==> src/rtl/cpu_types_pkg.sv <==
// Shared CPU datapath types: word/ALU op definitions plus the decode-side
// constants and the issue record handed from the decoder to the issue pipe.
package cpu_types_pkg;

    localparam int XLEN = 32;

    typedef logic [XLEN-1:0] word_t;

    typedef enum logic [3:0] {
        ALU_ADD  = 4'd0,
        ALU_SUB  = 4'd1,
        ALU_SLL  = 4'd2,
        ALU_SLT  = 4'd3,
        ALU_SLTU = 4'd4,
        ALU_XOR  = 4'd5,
        ALU_SRL  = 4'd6,
        ALU_SRA  = 4'd7,
        ALU_OR   = 4'd8,
        ALU_AND  = 4'd9
    } aluop_t;

    localparam logic [6:0] OPCODE_OP    = 7'b0110011;
    localparam logic [6:0] OPCODE_OPIMM = 7'b0010011;

    typedef enum logic [2:0] {
        F3_ADD  = 3'b000,
        F3_SLL  = 3'b001,
        F3_SLT  = 3'b010,
        F3_SLTU = 3'b011,
        F3_XOR  = 3'b100,
        F3_SR   = 3'b101,
        F3_OR   = 3'b110,
        F3_AND  = 3'b111
    } funct3_t;

    localparam logic [6:0] FUNCT7_BASE = 7'b0000000;
    localparam logic [6:0] FUNCT7_ALT  = 7'b0100000;

    typedef struct packed {
        aluop_t     op;
        word_t      a;
        word_t      b;
        logic [4:0] rd;
        logic       illegal;
    } alu_issue_t;

    localparam alu_issue_t ISSUE_NOP = '{op: ALU_ADD, a: '0, b: '0, rd: 5'd0, illegal: 1'b0};

endpackage

==> src/rtl/alu_op_decode.sv <==
// Combinational RV32I OP / OP-IMM decoder producing the ALU op and operands.
// Anything not decodable becomes ADD 0,0 with the illegal bit set.
module alu_op_decode
    import cpu_types_pkg::*;
(
    input  logic [31:0] instr,
    input  word_t       rs1_data,
    input  word_t       rs2_data,
    output alu_issue_t  issue
);

    funct3_t    f3;
    logic [6:0] f7;
    word_t      imm_sext;
    word_t      rs2_shamt;
    word_t      imm_shamt;
    aluop_t     op_sel;
    word_t      b_sel;
    logic       legal;
    logic       unused_rs1_idx;

    assign f3        = funct3_t'(instr[14:12]);
    assign f7        = instr[31:25];
    assign imm_sext  = {{20{instr[31]}}, instr[31:20]};
    // The alu shifts by the whole of port_b, so the shift amount is masked here.
    assign rs2_shamt = {27'd0, rs2_data[4:0]};
    assign imm_shamt = {27'd0, instr[24:20]};
    assign unused_rs1_idx = ^instr[19:15];

    always_comb begin
        op_sel = ALU_ADD;
        b_sel  = rs2_data;
        legal  = 1'b0;
        case (instr[6:0])
            OPCODE_OP: begin
                legal = (f7 == FUNCT7_BASE);
                case (f3)
                    F3_ADD: begin
                        if (f7 == FUNCT7_ALT) begin
                            op_sel = ALU_SUB;
                            legal  = 1'b1;
                        end
                    end
                    F3_SLL: begin op_sel = ALU_SLL; b_sel = rs2_shamt; end
                    F3_SLT:  op_sel = ALU_SLT;
                    F3_SLTU: op_sel = ALU_SLTU;
                    F3_XOR:  op_sel = ALU_XOR;
                    F3_SR: begin
                        b_sel  = rs2_shamt;
                        op_sel = (f7 == FUNCT7_ALT) ? ALU_SRA : ALU_SRL;
                        legal  = (f7 == FUNCT7_BASE) || (f7 == FUNCT7_ALT);
                    end
                    F3_OR:   op_sel = ALU_OR;
                    F3_AND:  op_sel = ALU_AND;
                    default: legal = 1'b0;
                endcase
            end
            OPCODE_OPIMM: begin
                legal = 1'b1;
                b_sel = imm_sext;
                case (f3)
                    F3_ADD:  op_sel = ALU_ADD;
                    F3_SLL: begin
                        op_sel = ALU_SLL;
                        b_sel  = imm_shamt;
                        legal  = (f7 == FUNCT7_BASE);
                    end
                    F3_SLT:  op_sel = ALU_SLT;
                    F3_SLTU: op_sel = ALU_SLTU;
                    F3_XOR:  op_sel = ALU_XOR;
                    F3_SR: begin
                        b_sel  = imm_shamt;
                        op_sel = (f7 == FUNCT7_ALT) ? ALU_SRA : ALU_SRL;
                        legal  = (f7 == FUNCT7_BASE) || (f7 == FUNCT7_ALT);
                    end
                    F3_OR:   op_sel = ALU_OR;
                    F3_AND:  op_sel = ALU_AND;
                    default: legal = 1'b0;
                endcase
            end
            default: legal = 1'b0;
        endcase

        issue    = ISSUE_NOP;
        issue.rd = instr[11:7];
        if (legal) begin
            issue.op = op_sel;
            issue.a  = rs1_data;
            issue.b  = b_sel;
        end else begin
            issue.illegal = 1'b1;
        end
    end

endmodule

==> src/rtl/alu_issue.sv <==
// Execute-stage ALU initiator: decode register D feeds the external alu,
// result register R captures its output behind a valid/ready handshake.
module alu_issue
    import cpu_types_pkg::*;
#(
    parameter int WORD_W = 32,
    parameter int REG_AW = 5
) (
    input  logic              CLK,
    input  logic              RST,
    input  logic              flush,
    input  logic              in_valid,
    output logic              in_ready,
    input  logic [31:0]       in_instr,
    input  logic [WORD_W-1:0] in_rs1_data,
    input  logic [WORD_W-1:0] in_rs2_data,
    output aluop_t            ALUOP,
    output logic [WORD_W-1:0] port_a,
    output logic [WORD_W-1:0] port_b,
    input  logic [WORD_W-1:0] port_out,
    input  logic              negative,
    input  logic              overflow,
    input  logic              zero,
    output logic              out_valid,
    input  logic              out_ready,
    output logic [WORD_W-1:0] out_result,
    output logic [REG_AW-1:0] out_rd,
    output logic              out_ovf,
    output logic              out_zero,
    output logic              out_neg,
    output logic              out_illegal
);

    alu_issue_t        dec;
    alu_issue_t        d_q, d_d;
    logic              d_valid_q, d_valid_d;
    logic              r_valid_q, r_valid_d;
    logic [WORD_W-1:0] r_result_q, r_result_d;
    logic [REG_AW-1:0] r_rd_q, r_rd_d;
    logic              r_ovf_q, r_ovf_d;
    logic              r_zero_q, r_zero_d;
    logic              r_neg_q, r_neg_d;
    logic              r_illegal_q, r_illegal_d;
    logic              d_adv;
    logic              accept;

    alu_op_decode u_dec (
        .instr    (in_instr),
        .rs1_data (in_rs1_data),
        .rs2_data (in_rs2_data),
        .issue    (dec)
    );

    always_comb begin
        d_adv    = d_valid_q && (!r_valid_q || out_ready);
        in_ready = !flush && (!d_valid_q || d_adv);
        accept   = in_valid && in_ready;

        d_d         = d_q;
        d_valid_d   = d_valid_q;
        r_valid_d   = r_valid_q;
        r_result_d  = r_result_q;
        r_rd_d      = r_rd_q;
        r_ovf_d     = r_ovf_q;
        r_zero_d    = r_zero_q;
        r_neg_d     = r_neg_q;
        r_illegal_d = r_illegal_q;

        // Flush overrides every handshake; accept is already blocked via in_ready.
        if (flush) begin
            d_valid_d = 1'b0;
            r_valid_d = 1'b0;
        end else begin
            if (accept) begin
                d_d       = dec;
                d_valid_d = 1'b1;
            end else if (d_adv) begin
                d_valid_d = 1'b0;
            end

            if (d_adv) begin
                r_valid_d   = 1'b1;
                r_result_d  = port_out;
                r_rd_d      = d_q.rd;
                r_ovf_d     = overflow;
                r_zero_d    = zero;
                r_neg_d     = negative;
                r_illegal_d = d_q.illegal;
            end else if (out_ready) begin
                r_valid_d = 1'b0;
            end
        end
    end

    always_ff @(posedge CLK or posedge RST) begin
        if (RST) begin
            d_q         <= ISSUE_NOP;
            d_valid_q   <= 1'b0;
            r_valid_q   <= 1'b0;
            r_result_q  <= '0;
            r_rd_q      <= '0;
            r_ovf_q     <= 1'b0;
            r_zero_q    <= 1'b0;
            r_neg_q     <= 1'b0;
            r_illegal_q <= 1'b0;
        end else begin
            d_q         <= d_d;
            d_valid_q   <= d_valid_d;
            r_valid_q   <= r_valid_d;
            r_result_q  <= r_result_d;
            r_rd_q      <= r_rd_d;
            r_ovf_q     <= r_ovf_d;
            r_zero_q    <= r_zero_d;
            r_neg_q     <= r_neg_d;
            r_illegal_q <= r_illegal_d;
        end
    end

    assign ALUOP       = d_q.op;
    assign port_a      = d_q.a;
    assign port_b      = d_q.b;
    assign out_valid   = r_valid_q;
    assign out_result  = r_result_q;
    assign out_rd      = r_rd_q;
    assign out_ovf     = r_ovf_q;
    assign out_zero    = r_zero_q;
    assign out_neg     = r_neg_q;
    assign out_illegal = r_illegal_q;

endmodule

==> config.mk <==
export PLATFORM = sky130hd
export DESIGN_NAME = alu_issue
export DESIGN_NICKNAME = d
export VERILOG_FILES = /design/src/rtl/cpu_types_pkg.sv /design/src/rtl/alu_op_decode.sv /design/src/rtl/alu_issue.sv
export SDC_FILE = /design/constraint.sdc
export NUM_CORES = 1
export LEC_CHECK = 0
export CAP_MARGIN = 30
export CORE_ASPECT_RATIO = 1.1
export CORE_MARGIN = 3
export CORE_UTILIZATION = 45
export DETAILED_ROUTE_END_ITERATION = 6
export PLACE_DENSITY_LB_ADDON = 0.15
export SETUP_SLACK_MARGIN = 0.02
export SLEW_MARGIN = 20
export SYNTH_ARGS = -nofsm -noshare
export SYNTH_HDL_FRONTEND = slang
export SYNTH_HIERARCHICAL = 1
export SYNTH_SLANG_ARGS = --single-unit
==> constraint.sdc <==
create_clock -name CLK -period 10.5 [get_ports CLK]
set_input_delay 1.575 -clock CLK [delete_from_list [all_inputs] [get_ports CLK]]
set_output_delay 1.575 -clock CLK [all_outputs]
set_load 0.02 [all_outputs]
* Word-level counts from Yosys, hierarchy flattened
Cells that the tools add are included.
Operators by class: equal/unequal tests 10, muxes and demuxes 20, bitwise gates (word level) 1, reductions and logical operators 16
Operators by type and width (count):
- $mux 68 | 1
- $mux 32 | 2
- $pmux 32 s2 | 1
- $pmux 4 s8 | 2
- $eq 7x6->1 const B | 2
- $eq 3x3->1 const B | 4
- $mux 1 | 10
- $pmux 4 s2 | 1
- $eq 7x5->1 const B | 1
- $logic_not 7->1 | 1
- $eq 3x2->1 const B | 2
- $pmux 1 s2 | 3
- $reduce_bool 3->1 | 2
- $reduce_and 2->1 | 2
- $eq 3x1->1 const B | 1
- $logic_and 1x1->1 | 3
- $logic_not 1->1 | 3
- $logic_not 3->1 | 1
- $logic_or 1x1->1 | 3
- $reduce_or 2->1 | 1
- $not 1->1 | 1
Storage, ports and cells: flip-flop bits (word level) 117, input port bits 136, output and inout bits 111, logic and storage cells 60

* Depth between registers and ports, before layout
depth after elaboration 8, gate-level depth with buffers 7, gate-level depth less buffers 5

* By module
Netlist, hierarchy kept.
Modules (own cells, without submodules):
- alu_issue | instances 1, cells an instance 322, area each 4895.9 um^2, seq. area each 2927.8 um^2
- alu_op_decode | instances 1, cells an instance 151, area each 1338.8 um^2, seq. area each 0.0 um^2

* Least setup slack after synthesis
No wires, ideal clock.
path kind input to output, from in out_ready, to out in_ready, arrival time 2.052 ns, data required time 8.925 ns, setup slack 6.873 ns, stages on the path 2, path buffers 0, cell sequence and3b_1 -> nor2_1
Between the ends: cells in the longest elaborated chain, start to end 4
RTL lines:
- start: declaration | line alu_issue.sv:25 | input logic out_ready,
- $logic_or 1x1->1 | line alu_issue.sv:55 | d_adv = d_valid_q && (!r_valid_q || out_ready);
- $logic_and 1x1->1 | line alu_issue.sv:55
- $logic_or 1x1->1 | line alu_issue.sv:56 | in_ready = !flush && (!d_valid_q || d_adv);
- $logic_and 1x1->1 | line alu_issue.sv:56
- end: declaration | line alu_issue.sv:13 | output logic in_ready,
No other way between the ends.

* Final worst setup path
Ends and elaborated chain as after synthesis.

==> flow_summary.yaml <==
outcome:
  outcome: "finished clean"
critical_path:
  cp_slowest_stage_delay_ns: 0.63
  cp.arrival_ns: 3.04
  critPathBufInv: 2
  required_ns: 8.93
  start_kind: "primary input"
  crit_path_start: "out_ready"
  worstPathMaxFanout: 3
  crit_slowest_cell: "clkdlybuf4s50_1"
  path_common_cell: "clkdlybuf4s50_1"
  crit_chain: "clkdlybuf4s50_1 -> and3b_1 -> nor2_1 -> clkdlybuf4s50_1"
  path_delay_family: "buffers and inverters"
  cp-end-kind: "output port"
  crit_type: "primary input to output port"
  r2r-start: "d_valid_q$_DFFE_PP0P_"
routing:
  dr.pass1.iters: 4
  ant_nets: 0
  drc_errors: 0
  drt_iter0_drc: 144
  wl_per_cell_microns: 17.57
  vias: 4135
  avgViaCountPerCell: 4.952
  wl_microns: 14670
global_routing:
  grt_max_degree: 63
  grt_pass1_wl_microns: 23640
  antenna_found_initial: 0
  grt_overflow_total: 0
  grt.total_usage: 0.1954
  grt_pass1_vias: 4575
min_path:
  timing.hold.worst.class: "flip-flop to flip-flop"
  hold_start: "port_a[21]$_DFFE_PP0P_"
clock_tree:
  insertion_delay_ns: 0.40
  clkSinkCount: 117
  clk_pin_slew_ns: 0.05
  clk_path_buf_depth: 2
  h-tree-depth: 4
  cts_tree: "done"
  post-cts-setup-buffers: 0
  cts_resized: 0
  cts_buffers: 17
  hold_buffers: 0
  cts_root_buffer: "clkbuf_16"
floorplanning:
  pin_count: 247
  die_h_microns: 129.5
  die_w_microns: 118.2
  design.core.area_sq_mm: 0.01338
  start_util: 0.4660
  placementRows: 44
  die_area_sq_mm: 0.01530
yosys:
  syn-mean-instance-area_sq_um: 13.18
  syn_inst: 473
  syn-num-nets: 609
  synthFlopType: "dfrtp_1"
  yosysWarnings: 6
  synth_seq_area_share: 0.4696
  synthDistinctLibCells: 34
  ys_ff_latch: 117
  synth_area_sq_mm: 0.006235
  synth-edff-count: 0
  async_reset_ff_frac: 1.000
placed_design:
  gp_congestion: 0.7454
  port-buffer-count: 241
  dp_hpwl_microns: 10620
  place_inst: 803
  dp_slack_ns: 5.884
timing:
  setup_viol_count_final: 0
  maxSlewViolCount: 0
  fin_crit_sh: 0.4392
  finalHoldViolations: 0
  final.setup.worst_slack_ns: 5.888
  worstMarginPinSlew_ns: 0.7702
  min_period_ns: 4.612
  fmax_mhz: 216.8
  slew_headroom: 0.4865
  finClkSkew_ns: 0.005736
  tns_ns: 0
  rsz0062_at_grt: "no"
power_and_ir_drop:
  ir_drop_mv: 0.1168
  p_leak_uw: 0.003574
  finalPower_uw: 1340
  cellPowerDensity_mw_per_mm2: 151.8
finish:
  nFillCells: 1065
  syn_to_final_growth_pct: 41.56
  antenna_cells: 0
  drive_gt1_frac: 0.3487
  final_util: 0.6597
  final_cell_mix: "241 x clkdlybuf4s50_1, 117 x dfrtp_1, 115 x mux2_2"
  stdcell_count: 835
  fin_nets: 775
  final_common_cell: "clkdlybuf4s50_1"
job:
  maxCapViolCount: 0
flip-flops by register name (all words and copies together) (netlist names), 4 cells and up:
name and cells:
out_rd 5, port_b 32, ALUOP 4, d_q 6
out_result 32, port_a 32
synth_stat cells (all sizes together) (3+ instances only):
cell / number / area (sq um)
dfrtp: 117 / 2928
mux2: 115 / 1295
buf: 101 / 769.5
nor3: 36 / 330.3
nor3b: 35 / 432.9
a21oi: 22 / 110.1
mux2i: 11 / 110.1
nor2: 7 / 28.78
nor2b: 4 / 25.02
nand2: 3 / 11.26
o21ai: 3 / 26.27
final cells by class:
type	instances	area [sq um]	area share
flip-flops and latches	117	2928	0.3317
multi-input cells	251	2551	0.2891
repair buffers	250	2511	0.2845
clock buffers	23	498.0	0.05642
well taps	184	230.2	0.02608
clock inverters	8	97.59	0.01106
inverters	2	10.01	0.001134
worst paths after layout:
check | cells past startpoint | to | slack, ns
worst max register to register | 4 | port_b[30]$_DFFE_PP0P_ | 8.23
worst min-delay path | 1 | port_a[21]$_DFFE_PP0P_ | 0.50
worst max-delay path | 4 | in_ready | 5.89
worst min register to register | 1 | port_a[21]$_DFFE_PP0P_ | 0.50
max in group asynchronous | 3 | port_a[20]$_DFFE_PP0P_ | 7.60
min in group asynchronous | 2 | out_result[11]$_DFFE_PP0P_ | 1.64
stage by stage:
step                area [sq um]  hold WS (ns)
floorplan                   6235        0.4713
global placement            8177        0.4828
detailed placement          8215        0.4943
CTS                         8811        0.5057
global route                8826        0.5171
finish                      8826        0.5006
kinds of logic after synthesis:
kind of cell	after synthesis	share of synthesized area
buf+inv	105	0.1258
xor+xnor	1	0.001405
mux	126	0.2254
flops	117	0.4696
compound gates	30	0.03171
simple gates	94	0.1461
metal layers:
| metal | global-route usage | vias to the layer above | wire length (microns) |
|---|---|---|---|
| met5 | 0 | - | 0 |
| met4 | 0.06345 | 0 | 184 |
| met3 | 0.08904 | 16 | 1370 |
| met2 | 0.3421 | 156 | 7646 |
| met1 | 0.2127 | 2036 | 5471 |
| li1 | - | 1927 | - |
worst register-to-register path, stage by stage (launching register included):
cell and delay, ns:
dfrtp_1 0.39, and3b_1 0.24, nor3b_4 0.40, buf_4 0.64
mux2_2 0.48
where the power goes:
group          internal (uW)  total (uW)  switching [uW]
Clock                    378         571             193
Combinational            145         259             114
Sequential               490         510            19.4
Total                   1010        1340             327
Power figures use the tool's default switching activity.
